### config.mk
export PLATFORM = sky130hd
export DESIGN_NAME = traffic_phase_timer
export DESIGN_NICKNAME = d
export VERILOG_FILES = /design/src/rtl/traffic_pkg.sv /design/src/rtl/clk_prescaler.sv /design/src/rtl/traffic_phase_timer.sv
export SDC_FILE = /design/constraint.sdc
export NUM_CORES = 1
export LEC_CHECK = 0
export ABC_AREA = 1
export BUFFER_PORTS_ARGS = -buffer_cell sky130_fd_sc_hd__buf_4
export CAP_MARGIN = 30
export CORE_MARGIN = 3
export CORE_UTILIZATION = 50
export CTS_CLUSTER_DIAMETER = 40
export DETAILED_ROUTE_END_ITERATION = 6
export GPL_ROUTABILITY_DRIVEN = 0
export PLACE_DENSITY = 0.69
export REMOVE_ABC_BUFFERS = 1
export SLEW_MARGIN = 10
export SYNTH_ARGS = -nofsm -noshare
export SYNTH_HDL_FRONTEND = slang
export SYNTH_HIERARCHICAL = 1
export SYNTH_SLANG_ARGS = --single-unit
### constraint.sdc
create_clock -name clk -period 2.8 [get_ports clk]
set_input_delay 0.56 -clock clk [delete_from_list [all_inputs] [get_ports clk]]
set_output_delay 0.56 -clock clk [all_outputs]
set_load 0.01 [all_outputs]
### src/rtl/traffic_pkg.sv
// Shared definitions for the intersection controller: light codes, phase
// durations and the phase-timer state encoding.
package traffic_pkg;

    typedef enum logic [1:0] {
        LIGHT_RED    = 2'd0,
        LIGHT_YELLOW = 2'd1,
        LIGHT_GREEN  = 2'd2
    } light_e;

    // Phase lengths in seconds, loaded by the traffic-light FSM
    localparam int unsigned T_BASE = 6;
    localparam int unsigned T_EXT  = 3;
    localparam int unsigned T_YEL  = 2;
    localparam int unsigned T_WALK = 3;

    localparam logic [0:0] ST_IDLE = 1'b0;
    localparam logic [0:0] ST_RUN  = 1'b1;

endpackage

### src/rtl/clk_prescaler.sv
// Divides the board clock down to a one-cycle strobe per elapsed second.
module clk_prescaler #(
    parameter int unsigned CLK_HZ = 100_000_000
) (
    input  logic clk,
    input  logic rst,
    input  logic clear,
    input  logic en,
    output logic tick
);

    localparam int unsigned CNT_W = (CLK_HZ > 1) ? $clog2(CLK_HZ) : 1;
    localparam logic [CNT_W-1:0] CNT_MAX = CNT_W'(CLK_HZ - 1);

    logic [CNT_W-1:0] cnt;

    // Counter rests at 0 whenever disabled so every phase starts a full second
    always_ff @(posedge clk) begin
        if (!rst) begin
            cnt <= '0;
        end else if (clear || !en || (cnt == CNT_MAX)) begin
            cnt <= '0;
        end else begin
            cnt <= cnt + CNT_W'(1);
        end
    end

    // Wrap strobe; the timer registers it before it leaves the block
    assign tick = en && !clear && (cnt == CNT_MAX);

endmodule

### src/rtl/traffic_phase_timer.sv
// Times controller-loaded light phases in whole seconds and latches the
// pedestrian walk request until acknowledged.
module traffic_phase_timer
    import traffic_pkg::*;
#(
    parameter int unsigned CLK_HZ = 100_000_000,
    parameter int unsigned DUR_W  = 4
) (
    input  logic             clk,
    input  logic             rst,
    input  logic             start,
    input  logic [DUR_W-1:0] duration,
    input  logic             walkButton,
    input  logic             walk_ack,
    output logic             busy,
    output logic             expire,
    output logic             tick_1hz,
    output logic [DUR_W-1:0] remaining,
    output logic             walk_pending
);

    logic [0:0]       state;
    logic [0:0]       state_n;
    logic [DUR_W-1:0] remaining_n;
    logic             busy_n;
    logic             expire_n;
    logic             tick_n;
    logic             walk_n;
    logic             ps_tick;

    clk_prescaler #(
        .CLK_HZ (CLK_HZ)
    ) u_prescaler (
        .clk   (clk),
        .rst   (rst),
        .clear (start),
        .en    (busy),
        .tick  (ps_tick)
    );

    always_ff @(posedge clk) begin
        if (!rst) begin
            state        <= ST_IDLE;
            remaining    <= '0;
            busy         <= 1'b0;
            expire       <= 1'b0;
            tick_1hz     <= 1'b0;
            walk_pending <= 1'b0;
        end else begin
            state        <= state_n;
            remaining    <= remaining_n;
            busy         <= busy_n;
            expire       <= expire_n;
            tick_1hz     <= tick_n;
            walk_pending <= walk_n;
        end
    end

    // busy stays high through the expire cycle so a back-to-back start leaves no gap
    always_comb begin
        state_n     = state;
        remaining_n = remaining;
        busy_n      = (state == ST_RUN);
        expire_n    = 1'b0;
        tick_n      = 1'b0;
        walk_n      = walkButton ? 1'b1 : (walk_ack ? 1'b0 : walk_pending);

        if (start) begin
            // A (re)start discards any tick or expire of the phase being replaced
            remaining_n = duration;
            if (duration != '0) begin
                state_n = ST_RUN;
                busy_n  = 1'b1;
            end else begin
                state_n  = ST_IDLE;
                busy_n   = 1'b0;
                expire_n = 1'b1;
            end
        end else if ((state == ST_RUN) && ps_tick) begin
            tick_n      = 1'b1;
            remaining_n = (remaining != '0) ? (remaining - DUR_W'(1)) : '0;
            if (remaining == DUR_W'(1)) begin
                expire_n = 1'b1;
                state_n  = ST_IDLE;
            end
        end
    end

endmodule

# Word level (Yosys, flattened, before mapping)
# Index checks and enable logic that the tools add are counted.
[totals] wordCells=42 in_bits=9 register_bits=36
[classes] bitwise_logic=1 n_addsub=2 muxes=15 reduce_logical=15 eq_ne=2
[op_table] op="27-bit by 1-bit adder with 27-bit output, second input constant" count=1
[op_table] op="27-bit == test, second input constant" count=1
[op_table] op="1-bit two-way mux" count=12
[op_table] op="4-bit two-way mux" count=3
[op_table] op="4-bit nonzero test" count=2
[op_table] op="2-bit nonzero test" count=3
[op_table] op="4-bit by 1-bit == test with 1-bit output, second input constant" count=1
[op_table] op="2-bit OR reduction" count=2
[op_table] op="4-bit by 1-bit subtractor with 4-bit output, second input constant" count=1
[op_table] op="1-bit logical AND" count=3
[op_table] op="1-bit logical NOT" count=2
[op_table] op="1-bit logical OR" count=2
[op_table] op="2-bit AND reduction" count=1
[op_table] op="1-bit NOT" count=1

# Longest topological paths before layout
[depth] word_depth=6 ltp_mapped=13 depth_no_buf=13

# By module
# The synthesis kept the hierarchy.
[modules_own_cells] module="clk_prescaler" instances=1 cells_each=234 area_per_inst_um2=1536.5
[modules_own_cells] module="traffic_phase_timer" instances=1 cells_each=63 area_per_inst_um2=440.4

# Worst setup path before layout
# Ideal clock, no wire load.
[synth_path] path_type="register -> register" from="reg u_prescaler.cnt[0]" to="reg remaining[2]" path_stages_with_launch=14 required_time_ps=2734 n_path_buf=0 setup_slack_ps=1200 synth_period_minus_slack_ps=1600 arrival_ps=1534 cell_sequence="dfxtp_1 > ha_1 > nand3_1 > inv_2 > nand2_4 > nor2_2 > nand2_2 > nor2_1 > nand2_2 > nor2_1 > nand2_1 > inv_1 > nand2_1 > a21oi_2"
[synth_between] elab_chain_len=4
[synth_lines] item="start, declared" line_no="clk_prescaler.sv:15" text="logic [CNT_W-1:0] cnt;"
[synth_lines] item="start signal, assigned" line_no="clk_prescaler.sv:24" text="cnt <= cnt + CNT_W'(1);"
[synth_lines] item="27-bit == test" line_no="clk_prescaler.sv:29" text="assign tick = en && !clear && (cnt == CNT_MAX);"
[synth_lines] item="1-bit logical AND" line_no="clk_prescaler.sv:29"
[synth_lines] item="via ps_tick" line_no="traffic_phase_timer.sv:29" text="logic ps_tick;"
[synth_lines] item="1-bit logical AND" line_no="traffic_phase_timer.sv:79" text="end else if ((state == ST_RUN) && ps_tick) begin"
[synth_lines] item="2-bit nonzero test (no source line)"
[synth_lines] item="end signal, assigned" line_no="traffic_phase_timer.sv:51" text="remaining <= remaining_n;"
[synth_lines] item="end, declared" line_no="traffic_phase_timer.sv:18" text="output logic [DUR_W-1:0] remaining,"
# The timed path passes the listed nets, and every way through them passes these cells.
# A chain may end at the register's enable or synchronous reset.

# Final worst setup path
# Ends and elaborated chain as after synthesis.

==> key figures <==
Run status
  – Outcome: finished clean

CTS
  – CTS tree: yes
  – Clock-pin slew on the worst setup and hold paths: 0.08 ns
  – Root Buffer: clkbuf_8
  – Resized Gates After CTS: 0
  – Clk buf depth: 2
  – CTS H-Tree Depth: 2
  – Post-CTS Setup Bufs: 0
  – Clk_lat worst skew: about 0.29 ns
  – TritonCTS buffer count: 5
  – Sink Count: 36
  – Hold_buf cts: 0

Floorplanning
  – Ports: 17
  – CORE AREA: 3740 um2
  – Die area: about 4700 um2
  – Rows: 22
  – Die X: 68.9 um
  – Initial core utilization: roughly 53%
  – Die Ht: 68.9 um

STA
  – RSZ-0062 raised after global routing: false
  – Fin. Hold Viols: 0
  – Worst Skew: around 0.0059 ns
  – Final period utilization: between 60% and 70%
  – Fin crit period: about 1.8 ns
  – Post-Route Setup TNS: 0 ns
  – Hold_ws: around 0.45 ns
  – Final setup fails: 0
  – F_max: between 500 and 600 MHz
  – Relative slew slack: between 70% and 80%
  – Worst slew pin tran: between 0.3 and 0.4 ns
  – Final Max Tran Viols: 0

Yosys
  – Synth Area in Compound Gates: approximately 5.4%
  – Area leader, netlist: dfxtp_1
  – Synthesis-stage register bit count: 36
  – Synth top area share: 36.5%
  – Number of enable flip-flop cells after synthesis: 0
  – Sequential area share after synthesis: around 36%
  – Gate Count Post-Synth: between 200 and 300
  – Mapped Area: approximately 2000 um2
  – Yosys cell types: 26
  – Primary FF master, synth: dfxtp_1
  – Adder-cell share of the synthesized area: 0.633%
  – Asr flop ratio synth: 0%
  – Post-synthesis mux area share: 0%
  – Synth area leaders: dfxtp_1 36%, nand2_1 17%, nor2_1 7.8%, inv_1 7.0%, nand3_1 6.1%
  – YS warnings: 6
  – XOR/XNOR Fraction of Synth Area: under 10%
  – Count leader, synth: nand2_1
  – Average cell area after synthesis: roughly 6.7 um2
  – Largest family of logic cells by synthesized area: simple AND/OR/NAND/NOR gates
  – Simple logic cell fraction of the synthesized area: ~44%
  – Synth top cells by count: 89 x nand2_1, 41 x nor2_1, 37 x inv_1, 36 x dfxtp_1, 24 x nand3_1

Final layout
  – Antenna Cells: 0
  – Area of the multi-input gates: about 1100 um2
  – Net count, final: between 300 and 400
  – Reg area: just over 700 um2
  – Synth-to-layout area growth: 13.0%
  – Filler instances: roughly 380
  – Share of cells above drive strength 1: 18.9%

Run
  – MaxCap Viol Count: 0

Setup path
  – Crit path cell chain: ha_1 > nand3_1 > inv_2 > nand2_4 > nor2_2 > nand2_2 > nor2_1 > nand2_2 > nor2_1 > nand2_1 > inv_1 > nand2_1 > a21oi_2
  – Worst R2R End: remaining[2]
  – WP data arrival: roughly 2.0 ns
  – Crit Path Max Fanout: 7
  – WP buf/inv: 2
  – Critical path class: register to register
  – CP Capture Type: register
  – Largest stage delay on the critical path: around 0.36 ns
  – Data required, critical path: just over 3 ns
  – Setup crit start kind: register
  – FF-to-FF setup slack: about 1.0 ns
  – Reg2reg path depth: 13
  – R2r startpoint: u_prescaler/cnt[0]
  – CP top delay family: simple AND/OR/NAND/NOR gates
  – Slowest CP cell: dfxtp_1

Route
  – Antenna Nets Post-Route: 0
  – Via/cell ratio: ~4.7
  – Initial DRC count: 60
  – Drt drc: 0
  – Routed wire length per instance: around 10 um
  – Routed WL: approximately 3.8 mm
  – DR vias: 1729
  – First-pass iteration count of the detailed router: 4

Global routing
  – Largest net degree at the start of global routing: 28
  – Initial antenna violation count: 0
  – Global-route wire length before repair: about 6.4 mm
  – Vias in the first global route: between 1500 and 2000
  – Tot GR Track Use: between 10% and 20%
  – Total congestion overflow: 0

Pwr
  – VDD IR-drop max: between 0.2 and 0.3 mV
  – PwrDens: approximately 470 nW/um2
  – Leak pwr: about 0.87 nW

Min path
  – Hold Path Class: register to register
  – Min-Delay Path Depth: 1
  – Worst hold start: u_prescaler/cnt[0]
  – WHS Endpoint: u_prescaler/cnt[0]

Placed design
  – # port buffers: 16
  – Placed wire-length estimate: 2.84 mm
per-stage QoR:
step                      power (mW)  setup slack [ns]  cell area [um2]  util [%]  std cells
final                           1.05              1.04             2230      59.7        366
after global routing            1.09             0.838             2230      59.7        366
after CTS                       1.06              1.03             2230      59.7        366
after detailed placement       0.599              1.06             2120      56.6        358
after global placement         0.599              1.09             2120      56.6        358
after floorplan                0.571              1.20             1940         -        294
cells by family (layout without fill, tap and decap cells):
| logic type | count (synthesis) | after routing |
|---|---|---|
| and+or+nand+nor | 191 | 191 |
| buffers and inverters | 42 | 63 |
| DFF | 36 | 36 |
| AOI/OAI and AO/OA | 18 | 18 |
| xor gates and xnor gates | 9 | 9 |
| adders and majority gates | 1 | 1 |
final cells by class:
cell class                      count  area share, %
Sequential cell                    36           32.3
Inverter                           39           6.55
Clock buffer                        5           3.08
Tap cell                           48           2.69
Clock inverter                      3           2.07
Timing Repair Buffer               16           5.38
Multi-Input combinational cell    219           48.0
metal layers:
layer	routed length (um)	track usage, %
met5	0	0
met3	164	5.19
met2	1720	30.1
met4	48	6.57
met1	1850	22.5
cells in the final DEF, fill, tap and decap left out, drive strengths merged:
master	netlist	routed
nand2	97	97
nor2	63	63
inv	39	40
dfxtp	36	36
nand3	24	24
buf	3	16
a21oi	12	12
xor2	6	6
o21ai	5	5
clkbuf	0	5
xnor2	3	3
and2	2	2
nor3	2	2
nand3b	1	1
o211ai	1	1
clkinvlp	0	1
bufinv	0	1
or2	1	1
nand4	1	1
ha	1	1
power by group:
group          switching (mW)  leakage, nW  internal (mW)
Combinational          0.0338        0.519         0.0259
Sequential            0.00715        0.292          0.520
Clock                   0.196       0.0548          0.268
Total                   0.236        0.866          0.814
worst max path at each step:
stage	start	to	slack (ns)	cells past startpoint
after floorplan	u_prescaler/cnt[0]	remaining[2]	1.20	13
after global placement	u_prescaler/cnt[0]	remaining[2]	1.09	13
after detailed placement	u_prescaler/cnt[0]	remaining[2]	1.06	13
after CTS	u_prescaler/cnt[0]	remaining[2]	1.03	13
after global routing	u_prescaler/cnt[0]	remaining[2]	0.84	13
final	u_prescaler/cnt[0]	remaining[2]	1.04	13
registers in the layout, summed over array words and instances (netlist names):
register	cells
u_prescaler/cnt	27
remaining	4
busy	1
expire	1
state	1
tick_1hz	1
walk_pending	1
(Power assumes the default switching activity.)
